## src/rtl/instr_sequencer.sv

```systemverilog
// Multi-cycle fetch/decode/execute sequencer driving PRAM, register, ALU and SRAM strobes.
// Retires 3 cycles after fetch handshake (ALU 4, SRAM load 4+SRAM_RD_LAT); fetch stalls until instr_valid.
module instr_sequencer #(
  parameter int DATA_W      = 8,
  parameter int PC_W        = 9,
  parameter int SRAM_ADDR_W = 8,
  parameter int SRAM_RD_LAT = 1
) (
  input  logic                   clk,
  input  logic                   sys_rst,
  output logic                   fetch_req,
  input  logic                   instr_valid,
  input  logic [7:0]             instr_byte,
  input  logic [DATA_W-1:0]      operand1,
  input  logic [DATA_W-1:0]      operand2,
  input  logic [4*DATA_W-1:0]    regs_flat,
  input  logic                   zero_flag,
  input  logic [DATA_W-1:0]      res,
  output logic [2:0]             alu_inst,
  output logic [DATA_W-1:0]      op_1,
  output logic [DATA_W-1:0]      op_2,
  output logic [SRAM_ADDR_W-1:0] sram_addr,
  output logic                   sram_rd_en,
  output logic                   sram_wr_en,
  output logic [DATA_W-1:0]      sram_wr_data,
  input  logic [DATA_W-1:0]      sram_rd_data,
  output logic                   reg_wr_en,
  output logic [1:0]             reg_wr_addr,
  output logic [DATA_W-1:0]      reg_wr_data,
  output logic                   pc_adv,
  output logic [1:0]             instr_size,
  output logic                   jmp_en,
  output logic [PC_W-1:0]        jmp_addr,
  output logic                   halted,
  output logic                   illegal
);

  typedef enum logic [2:0] {
    S_FETCH, S_DECODE, S_MEM_RD, S_MEM_WR, S_ALU, S_EXEC, S_RETIRE, S_HALT
  } state_t;

  state_t              state_q, state_d;
  logic [3:0]          opc_q, opc_d;
  logic [1:0]          rd_q, rd_d, rs_q, rs_d;
  logic [DATA_W-1:0]   op1_q, op1_d, data_q, data_d;
  logic [PC_W-1:0]     tgt_q, tgt_d;
  logic [2:0]          cnt_q, cnt_d;
  logic                illegal_q, illegal_d;
  logic                started_q;
  logic [DATA_W-1:0]   regs [4];
  logic [2*DATA_W-1:0] jmp_full;
  logic                unused_jmp_bits;

  for (genvar i = 0; i < 4; i++) begin : g_regs
    assign regs[i] = regs_flat[i*DATA_W +: DATA_W];
  end

  assign jmp_full        = {operand2, operand1};
  assign unused_jmp_bits = ^jmp_full;
  assign illegal         = illegal_q;

  always_ff @(posedge clk) begin
    if (sys_rst) begin
      state_q   <= S_FETCH;
      opc_q     <= '0;
      rd_q      <= '0;
      rs_q      <= '0;
      op1_q     <= '0;
      data_q    <= '0;
      tgt_q     <= '0;
      cnt_q     <= '0;
      illegal_q <= 1'b0;
      started_q <= 1'b0;
    end else begin
      state_q   <= state_d;
      opc_q     <= opc_d;
      rd_q      <= rd_d;
      rs_q      <= rs_d;
      op1_q     <= op1_d;
      data_q    <= data_d;
      tgt_q     <= tgt_d;
      cnt_q     <= cnt_d;
      illegal_q <= illegal_d;
      started_q <= 1'b1;
    end
  end

  always_comb begin
    state_d      = state_q;
    opc_d        = opc_q;
    rd_d         = rd_q;
    rs_d         = rs_q;
    op1_d        = op1_q;
    data_d       = data_q;
    tgt_d        = tgt_q;
    cnt_d        = cnt_q;
    illegal_d    = illegal_q;
    fetch_req    = 1'b0;
    alu_inst     = '0;
    op_1         = '0;
    op_2         = '0;
    sram_addr    = '0;
    sram_rd_en   = 1'b0;
    sram_wr_en   = 1'b0;
    sram_wr_data = '0;
    reg_wr_en    = 1'b0;
    reg_wr_addr  = '0;
    reg_wr_data  = '0;
    pc_adv       = 1'b0;
    instr_size   = '0;
    jmp_en       = 1'b0;
    jmp_addr     = '0;
    halted       = 1'b0;
    // Strobes are suppressed in the reset cycle so an aborted instruction never writes or retires.
    if (!sys_rst) begin
      case (state_q)
        S_FETCH: begin
          if (started_q) begin
            fetch_req = 1'b1;
            if (instr_valid) begin
              opc_d   = instr_byte[7:4];
              rd_d    = instr_byte[3:2];
              rs_d    = instr_byte[1:0];
              op1_d   = operand1;
              tgt_d   = jmp_full[PC_W-1:0];
              state_d = S_DECODE;
            end
          end
        end
        S_DECODE: begin
          cnt_d = '0;
          if (opc_q[3]) illegal_d = 1'b1;
          case (opc_q)
            4'd2:    state_d = S_MEM_RD;
            4'd3:    state_d = S_MEM_WR;
            4'd4:    state_d = S_ALU;
            4'd7:    state_d = S_HALT;
            default: state_d = S_EXEC;
          endcase
        end
        S_MEM_RD: begin
          sram_addr  = op1_q[SRAM_ADDR_W-1:0];
          sram_rd_en = (cnt_q == 3'd0);
          if (cnt_q == 3'(SRAM_RD_LAT)) begin
            data_d  = sram_rd_data;
            state_d = S_EXEC;
          end else begin
            cnt_d = cnt_q + 3'd1;
          end
        end
        S_MEM_WR: begin
          sram_addr    = op1_q[SRAM_ADDR_W-1:0];
          sram_wr_data = regs[rs_q];
          sram_wr_en   = 1'b1;
          state_d      = S_RETIRE;
        end
        S_ALU: begin
          alu_inst = op1_q[2:0];
          op_1     = regs[rd_q];
          op_2     = regs[rs_q];
          data_d   = res;
          state_d  = S_EXEC;
        end
        S_EXEC: begin
          case (opc_q)
            4'd0:       begin reg_wr_en = 1'b1; reg_wr_addr = rd_q; reg_wr_data = regs[rs_q]; end
            4'd1:       begin reg_wr_en = 1'b1; reg_wr_addr = rd_q; reg_wr_data = op1_q;      end
            4'd2, 4'd4: begin reg_wr_en = 1'b1; reg_wr_addr = rd_q; reg_wr_data = data_q;     end
            default:    ;
          endcase
          state_d = S_RETIRE;
        end
        S_RETIRE: begin
          if (opc_q == 4'd5 || (opc_q == 4'd6 && zero_flag)) begin
            jmp_en   = 1'b1;
            jmp_addr = tgt_q;
          end else begin
            pc_adv = 1'b1;
            case (opc_q)
              4'd1, 4'd2, 4'd3, 4'd4: instr_size = 2'd2;
              4'd5, 4'd6:             instr_size = 2'd3;
              default:                instr_size = 2'd1;
            endcase
          end
          state_d = S_FETCH;
        end
        S_HALT: halted = 1'b1;
      endcase
    end
  end

endmodule

```

## config.mk

```make
export PLATFORM = sky130hd
export DESIGN_NAME = instr_sequencer
export DESIGN_NICKNAME = d
export VERILOG_FILES = /design/src/rtl/instr_sequencer.sv
export SDC_FILE = /design/constraint.sdc
export NUM_CORES = 1
export LEC_CHECK = 0
export BUFFER_PORTS_ARGS = -buffer_cell sky130_fd_sc_hd__clkbuf_2
export CORE_MARGIN = 2
export CORE_UTILIZATION = 48
export DETAILED_ROUTE_END_ITERATION = 10
export PLACE_DENSITY_LB_ADDON = 0.25
export SLEW_MARGIN = 20
export SYNTH_ARGS = -nofsm -noshare
export SYNTH_HDL_FRONTEND = slang
export SYNTH_SLANG_ARGS = --single-unit
```

## constraint.sdc

```tcl
create_clock -name clk -period 2.5 [get_ports clk]
set_input_delay 0.25 -clock clk [delete_from_list [all_inputs] [get_ports clk]]
set_output_delay 0.25 -clock clk [all_outputs]
set_load 0.02 [all_outputs]
```

==> results.md, run 1 <==
- Clock sinks: 33
- Asr flop ratio synth: 0%
- # diodes: 0
- Number of CTS-inserted buffers: 5
- Worst min-delay path endpoint: rs_q[0]
- Row cnt: 26
- IO Port Bufs: 132
- Pre-CTS WS: 0.420 ns
- Placeable Area: 0.00501 sq mm
- Power Density: 733 mW/mm^2
- Gate Count Post-Synth: 309
- Die X-Extent: 75.6 um
- Tot GR Track Use: 25.8%
- Top FF cell, synth: dfxtp_1
- Critical R2R Launch: state_q[2]
- Placed cell areas: 0.00318 sq mm
- Largest net degree at the start of global routing: 21
- Slowest stage delay, CP: 0.56 ns
- Tightest Hold Check Type: in -> reg
- Initial Util: 49.1%
- Crit path launch type: flop
- Critical path class: reg -> out
- Detail Placement HPWL: 5.91 mm
- Hold buffers post-CTS: 0
- Peak supply drop: 0.000443 V
- Worst skew pair latency: 0.29 ns
- Post-synth EDFFs: 0
- Antenna Violating Nets Remaining: 0
- CP Data Arrival Time: 2.03 ns
- Clock Skew: 0.00877 ns
- Worst Reg-to-Reg Cells: 4
- Clock slew at reported path FFs: 0.07 ns
- Drt wl/cell: 15.6 um
- Slowest cell on crit path: dfxtp_1
- IO Pins: 140
- CTS tree: built
- R2R Setup Slk: 0.66 ns
- Syn nets: 388
- Slew Viols, Final: 0
- Global-route wire length before repair: 11.2 mm
- Synthesis Warnings: 0
- Worst EP required: 2.25 ns
- Mean area per synthesized cell: 7.96 sq um
- DIE AREA: 0.00571 sq mm
- P_leak: 1.52 nW
- Routed via count: 2832
- Setup violators final: 0
- Initial drt markers: 208
- P&R area growth vs syn: 34.8%
- Crit path cell chain: and3b_1, o21ai_0, nand4_1, nor4_1, clkbuf_2
- Fin util: 66.2%
- Routed WL: 7.86 mm
- HP Start: instr_byte[0]
- Initial antenna violation count: 0
- Worst path bufs/invs: 1
- Cell variety after synth: 43
- Max-cap violation count: 0
- Relative slew slack: 51.6%
- Final period util: 91.3%
- Hold Crit Depth: 3
- Nets@finish: 512
- Critical Path End Type: primary output
- FF+latch area: 662 sq um
- Fin area: 0.00331 sq mm
- CTS max path bufs: 2
- Fin crit period: 2.28 ns
- Worst-path fanout max: 12
- Grt ovf: 0
- # DRC: 0
- Worst path top cell family by delay: simple AND/OR/NAND/NOR gates
- Routability congestion estimate: 0.872
- Netlist Area Pre-Place: 0.00246 sq mm
- Sequential share of the synthesized area: 26.9%
- Filler instances: 480
- H-tree depth: 2
- Maximum clock frequency: 438 MHz
- Outcome: complete, no violations
- Worst setup margin: 0.217 ns
- Fin. Hold Viols: 0
- Post-CTS sizing: 0
- Setup TNS: 0 ns
- Via density per instance: 5.62
- Vias in the first global route: 2306
- Clk root buf: clkbuf_8
- Worst-margin pin slew: 0.723 ns
- Chip height: 75.6 um
- 1st-pass router iterations: 8
- Critical R2R Capture: opc_q[3]
- RSZ-0062 raised after global routing: no
- Multi-input gate area: 0.00165 sq mm
- Yosys reg bits: 33
- Post CTS Setup Buffer Count: 0
- Share of post-route cells with drive strength above 1: 39.6%
==> routing by layer <==
layer	vias up	global-route usage (%)	part of all wire, %
li1	1361	-	-
met1	1313	33.5	39
met2	146	43.2	51
met3	12	5.16	8.3
met4	0	8.58	1.8
met5	-	0	0
==> where the power goes <==
group	leakage, nW	switching [mW]	internal (mW)
sequential	0.269	0.182	0.623
combinational	1.18	0.568	0.438
clock	0.0687	0.218	0.402
==> kinds of logic (layout without fill, tap and decap cells) <==
kind of cell | after synthesis | count (layout) | share of synthesized area (%)
flops | 33 | 33 | 26.9
buf+inv | 34 | 159 | 5.85
xor+xnor | 1 | 1 | 0.356
compound gates | 55 | 55 | 15.0
fa+ha+maj | 3 | 3 | 1.53
mux | 16 | 16 | 14.7
simple gates | 167 | 167 | 35.8
==> Yosys cell counts, types with 2 or more instances <==
| cell type | count | share of area (%) |
|---|---|---|
| a21oi_1 | 24 | 4.9 |
| a222oi_1 | 7 | 2.8 |
| a31oi_1 | 2 | 0.51 |
| a41oi_1 | 8 | 2.8 |
| and2_1 | 26 | 6.6 |
| and2b_1 | 2 | 0.61 |
| and3_1 | 21 | 5.3 |
| buf_1 | 3 | 0.46 |
| buf_2 | 7 | 1.4 |
| clkbuf_1 | 15 | 2.3 |
| dfxtp_1 | 33 | 27 |
| ha_1 | 3 | 1.5 |
| inv_1 | 8 | 1.2 |
| mux4_2 | 16 | 15 |
| nand2_1 | 63 | 9.6 |
| nand2b_1 | 6 | 1.5 |
| nand3b_1 | 8 | 2.4 |
| nor2_1 | 21 | 3.2 |
| nor2b_1 | 4 | 1.0 |
| nor3_1 | 2 | 0.41 |
| o21a_1 | 2 | 0.61 |
| o21ai_0 | 7 | 1.4 |
==> sequential cells by signal, summed over array words and instances (netlist names) <==
register / flops
cnt_q: 3
data_q: 8
illegal: 1
op1_q: 7
opc_q: 4
rd_q: 2
rs_q: 2
started_q: 1
state_q: 3
tgt_q: 2
==> layout by cell type (no fill, tap or decap), types with 2 or more instances in the layout <==
master and count:
a41oi_1 8, o21ai_0 7, mux4_2 16, nor2b_1 4, buf_4 11, nand2b_1 6, a222oi_1 7, dfxtp_1 32
and3_1 21, and2b_1 2, nand3b_1 8, nor3_1 2, ha_1 3, clkbuf_2 132, a31oi_1 2, bufinv_16 2
o21a_1 2, inv_1 8, a21oi_1 24, and2_1 26, clkbuf_8 5, nor2_1 21, nand2_1 63
==> area by class of cell <==
cell class	count	area share, %
clock buffers	5	2.08
clock inverters	3	2.08
inverters	8	0.906
multi-input cells	242	49.9
flip-flops and latches	33	20.0
well taps	70	2.64
repair buffers	143	22.4
==> worst max-delay path by stage <==
stage	from	end	slack, ns	depth (start not counted)
2_1_floorplan	opc_q[1]	jmp_addr[0]	0.49	5
3_3_place_gp	rs_q[0]	reg_wr_data[3]	0.44	4
3_5_place_dp	rs_q[0]	reg_wr_data[6]	0.42	4
4_1_cts	rs_q[0]	reg_wr_data[6]	0.11	4
5_1_grt	opc_q[0]	instr_size[1]	0.03	5
6_report	opc_q[0]	instr_size[1]	0.22	5
==> worst register-to-register path: stages, from the launching register on <==
cell	delay [ns]
dfxtp_1	0.45
nor2_1	0.34
and4b_1	0.71
nand2_1	0.11
a21oi_1	0.15
==> per-stage QoR <==
stage                     cells  hold slack, ns  total power, mW
after floorplan             309           0.386             1.49
after global placement      496           0.439             1.78
after detailed placement    496           0.459             1.80
after CTS                   504           0.175             2.42
after global routing        504           0.185             2.57
final                       504           0.181             2.43
(Power assumes the default switching activity.)
==> run 2, diff against run 1 <==
--- a/config.mk
+++ b/config.mk
@@ -10,5 +10,5 @@
 export CORE_UTILIZATION = 48
 export DETAILED_ROUTE_END_ITERATION = 10
-export PLACE_DENSITY_LB_ADDON = 0.25
+export PLACE_DENSITY = 0.91
 export SLEW_MARGIN = 20
 export SYNTH_ARGS = -nofsm -noshare
==> constraint.sdc (replaced) <==
create_clock -name clk -period 2.8 [get_ports clk]
set_input_delay 0.28 -clock clk [delete_from_list [all_inputs] [get_ports clk]]
set_output_delay 0.28 -clock clk [all_outputs]
set_load 0.01 [all_outputs]
==> results.md, run 2 (synthesis results as in run 1) <==
- Hold Crit Depth: 3
- Worst-margin pin slew: 0.788 ns
- Detail Placement HPWL: 6.21 mm
- CP Data Arrival Time: 2.16 ns
- Routed WL: 8.19 mm
- 1st-pass router iterations: 6
- Hold buffers post-CTS: 0
- Worst skew pair latency: 0.29 ns
- Critical Path End Type: primary output
- CTS tree: built
- Largest net degree at the start of global routing: 29
- Worst-path fanout max: 9
- Setup violators final: 0
- Drt wl/cell: 16.4 um
- Post CTS Setup Buffer Count: 0
- DIE AREA: 0.00571 sq mm
- Via density per instance: 5.73
- Initial Util: 49.1%
- H-tree depth: 2
- Die X-Extent: 75.6 um
- Switching Share: 40.2%
- Chip height: 75.6 um
- Logic pwr share: 40.1%
- Slew Viols, Final: 0
- Clk root buf: clkbuf_8
- P&R area growth vs syn: 32.1%
- Power Density: 620 mW/mm^2
- Pint: 1.21 mW
- IO Pins: 140
- Setup TNS: 0 ns
- Fin. Hold Viols: 0
- Number of CTS-inserted buffers: 5
- Max FFs per register: 8
- Peak supply drop: 0.000419 V
- Vias in the first global route: 2435
- # diodes: 0
- P_leak: 1.48 nW
- CTS max path bufs: 2
- Global-route wire length before repair: 11.7 mm
- Final period util: 87.3%
- Grt ovf: 0
- Share of post-route cells with drive strength above 1: 38.3%
- HP Start: instr_byte[4]
- Routability congestion estimate: 0.845
- Largest registers: data_q (8), op1_q (7), opc_q (4)
- Nets@finish: 506
- Worst EP required: 2.52 ns
- Most common cell after layout, fill and taps aside: clkbuf_2
- Clock Skew: 0.00661 ns
- Clock sinks: 33
- Largest reg by FF count: data_q
- Critical path class: reg -> out
- Psw: 0.809 mW
- Critical R2R Launch: state_q[1]
- Worst min-delay path endpoint: opc_q[0]
- Relative slew slack: 47.5%
- Crit path launch type: flop
- Commonest cells after routing, fill and taps aside: clkbuf_2, nand2_1, dfxtp_1
- Tot GR Track Use: 27.6%
- IO Port Bufs: 132
- Fin crit period: 2.44 ns
- Critical R2R Capture: data_q[4]
- Initial antenna violation count: 0
- Post-CTS sizing: 0
- Placeable Area: 0.00501 sq mm
- Max-cap violation count: 0
- Reg power frac: 36.5%
- Hold Slack: 0.209 ns
- Tightest Hold Check Type: in -> reg
- R2R Setup Slk: 0.68 ns
- # DRC: 0
- Clock slew at reported path FFs: 0.07 ns
- Outcome: complete, no violations
- Initial drt markers: 365
- Antenna Violating Nets Remaining: 0
- RSZ-0062 raised after global routing: no
- Worst Reg-to-Reg Cells: 4
- Filler instances: 449
- Row cnt: 26
- Routed via count: 2853
- Maximum clock frequency: 409 MHz
- Clock power frac: 23.3%
## run 2: cell types whose count changed in the layout (fill, tap and decap cells not counted)
cell,change
buf_4,-6
bufinv_16,-1
clkbuf_1,+1
clkbuf_8,+1
dfxtp_1,+1
dfxtp_2,-1
inv_6,-1
## run 2: worst max path at each step
stage	endpoint	slack (ns)	startpoint
2_1_floorplan	jmp_addr[0]	0.99	opc_q[1]
3_3_place_gp	reg_wr_data[0]	0.68	rs_q[0]
3_5_place_dp	reg_wr_data[0]	0.67	rs_q[0]
4_1_cts	reg_wr_data[0]	0.37	rs_q[0]
5_1_grt	reg_wr_data[6]	0.17	rs_q[0]
6_report	reg_wr_data[1]	0.36	rs_q[0]
## run 2: per-layer routing
| layer | GRT usage [%] | wire (um) | share of wire (%) | vias up |
|---|---|---|---|---|
| met5 | 0 | 0 | 0 | - |
| met2 | 43.9 | 3990 | 49 | 172 |
| met3 | 5.69 | 816 | 10 | 17 |
| li1 | - | - | - | 1350 |
| met4 | 8.77 | 165 | 2.0 | 0 |
| met1 | 38.0 | 3220 | 39 | 1314 |
## run 2: worst max-delay path, stage by stage, from the launching register on
cell and delay, ns:
dfxtp_1 0.67, mux4_2 0.60, a222oi_1 0.36, nor2_1 0.09
clkbuf_2 0.14
## run 2: final cells by class
type / count / area, sq um / area share [%]
clock buffers: 7 / 86.3 / 2.66
clock inverters: 1 / 30.0 / 0.925
repair buffers: 137 / 698 / 21.5
well taps: 70 / 87.6 / 2.70
inverters: 8 / 30.0 / 0.925
flip-flops and latches: 33 / 661 / 20.3
multi-input cells: 242 / 1650 / 50.9
## run 2: metrics by stage
stage / power [mW] / utilization (%) / setup slack [ns] / area, sq um / instances
finish: 2.01 / 64.8 / 0.356 / 3250 / 498
detailed placement: 1.53 / 62.5 / 0.671 / 3130 / 490
floorplan: 1.29 / - / 0.991 / 2460 / 309
CTS: 1.99 / 64.8 / 0.366 / 3250 / 498
global route: 2.14 / 64.8 / 0.172 / 3250 / 498
global placement: 1.50 / 62.5 / 0.678 / 3130 / 490
## run 2: power by group through the flow
stage | sequential (mW) | combinational [mW] | clock, mW
after detailed placement | 0.736 | 0.791 | 0
final | 0.736 | 0.809 | 0.470
after global routing | 0.757 | 0.888 | 0.492
after floorplan | 0.619 | 0.669 | 0
after CTS | 0.727 | 0.798 | 0.470
after global placement | 0.728 | 0.773 | 0
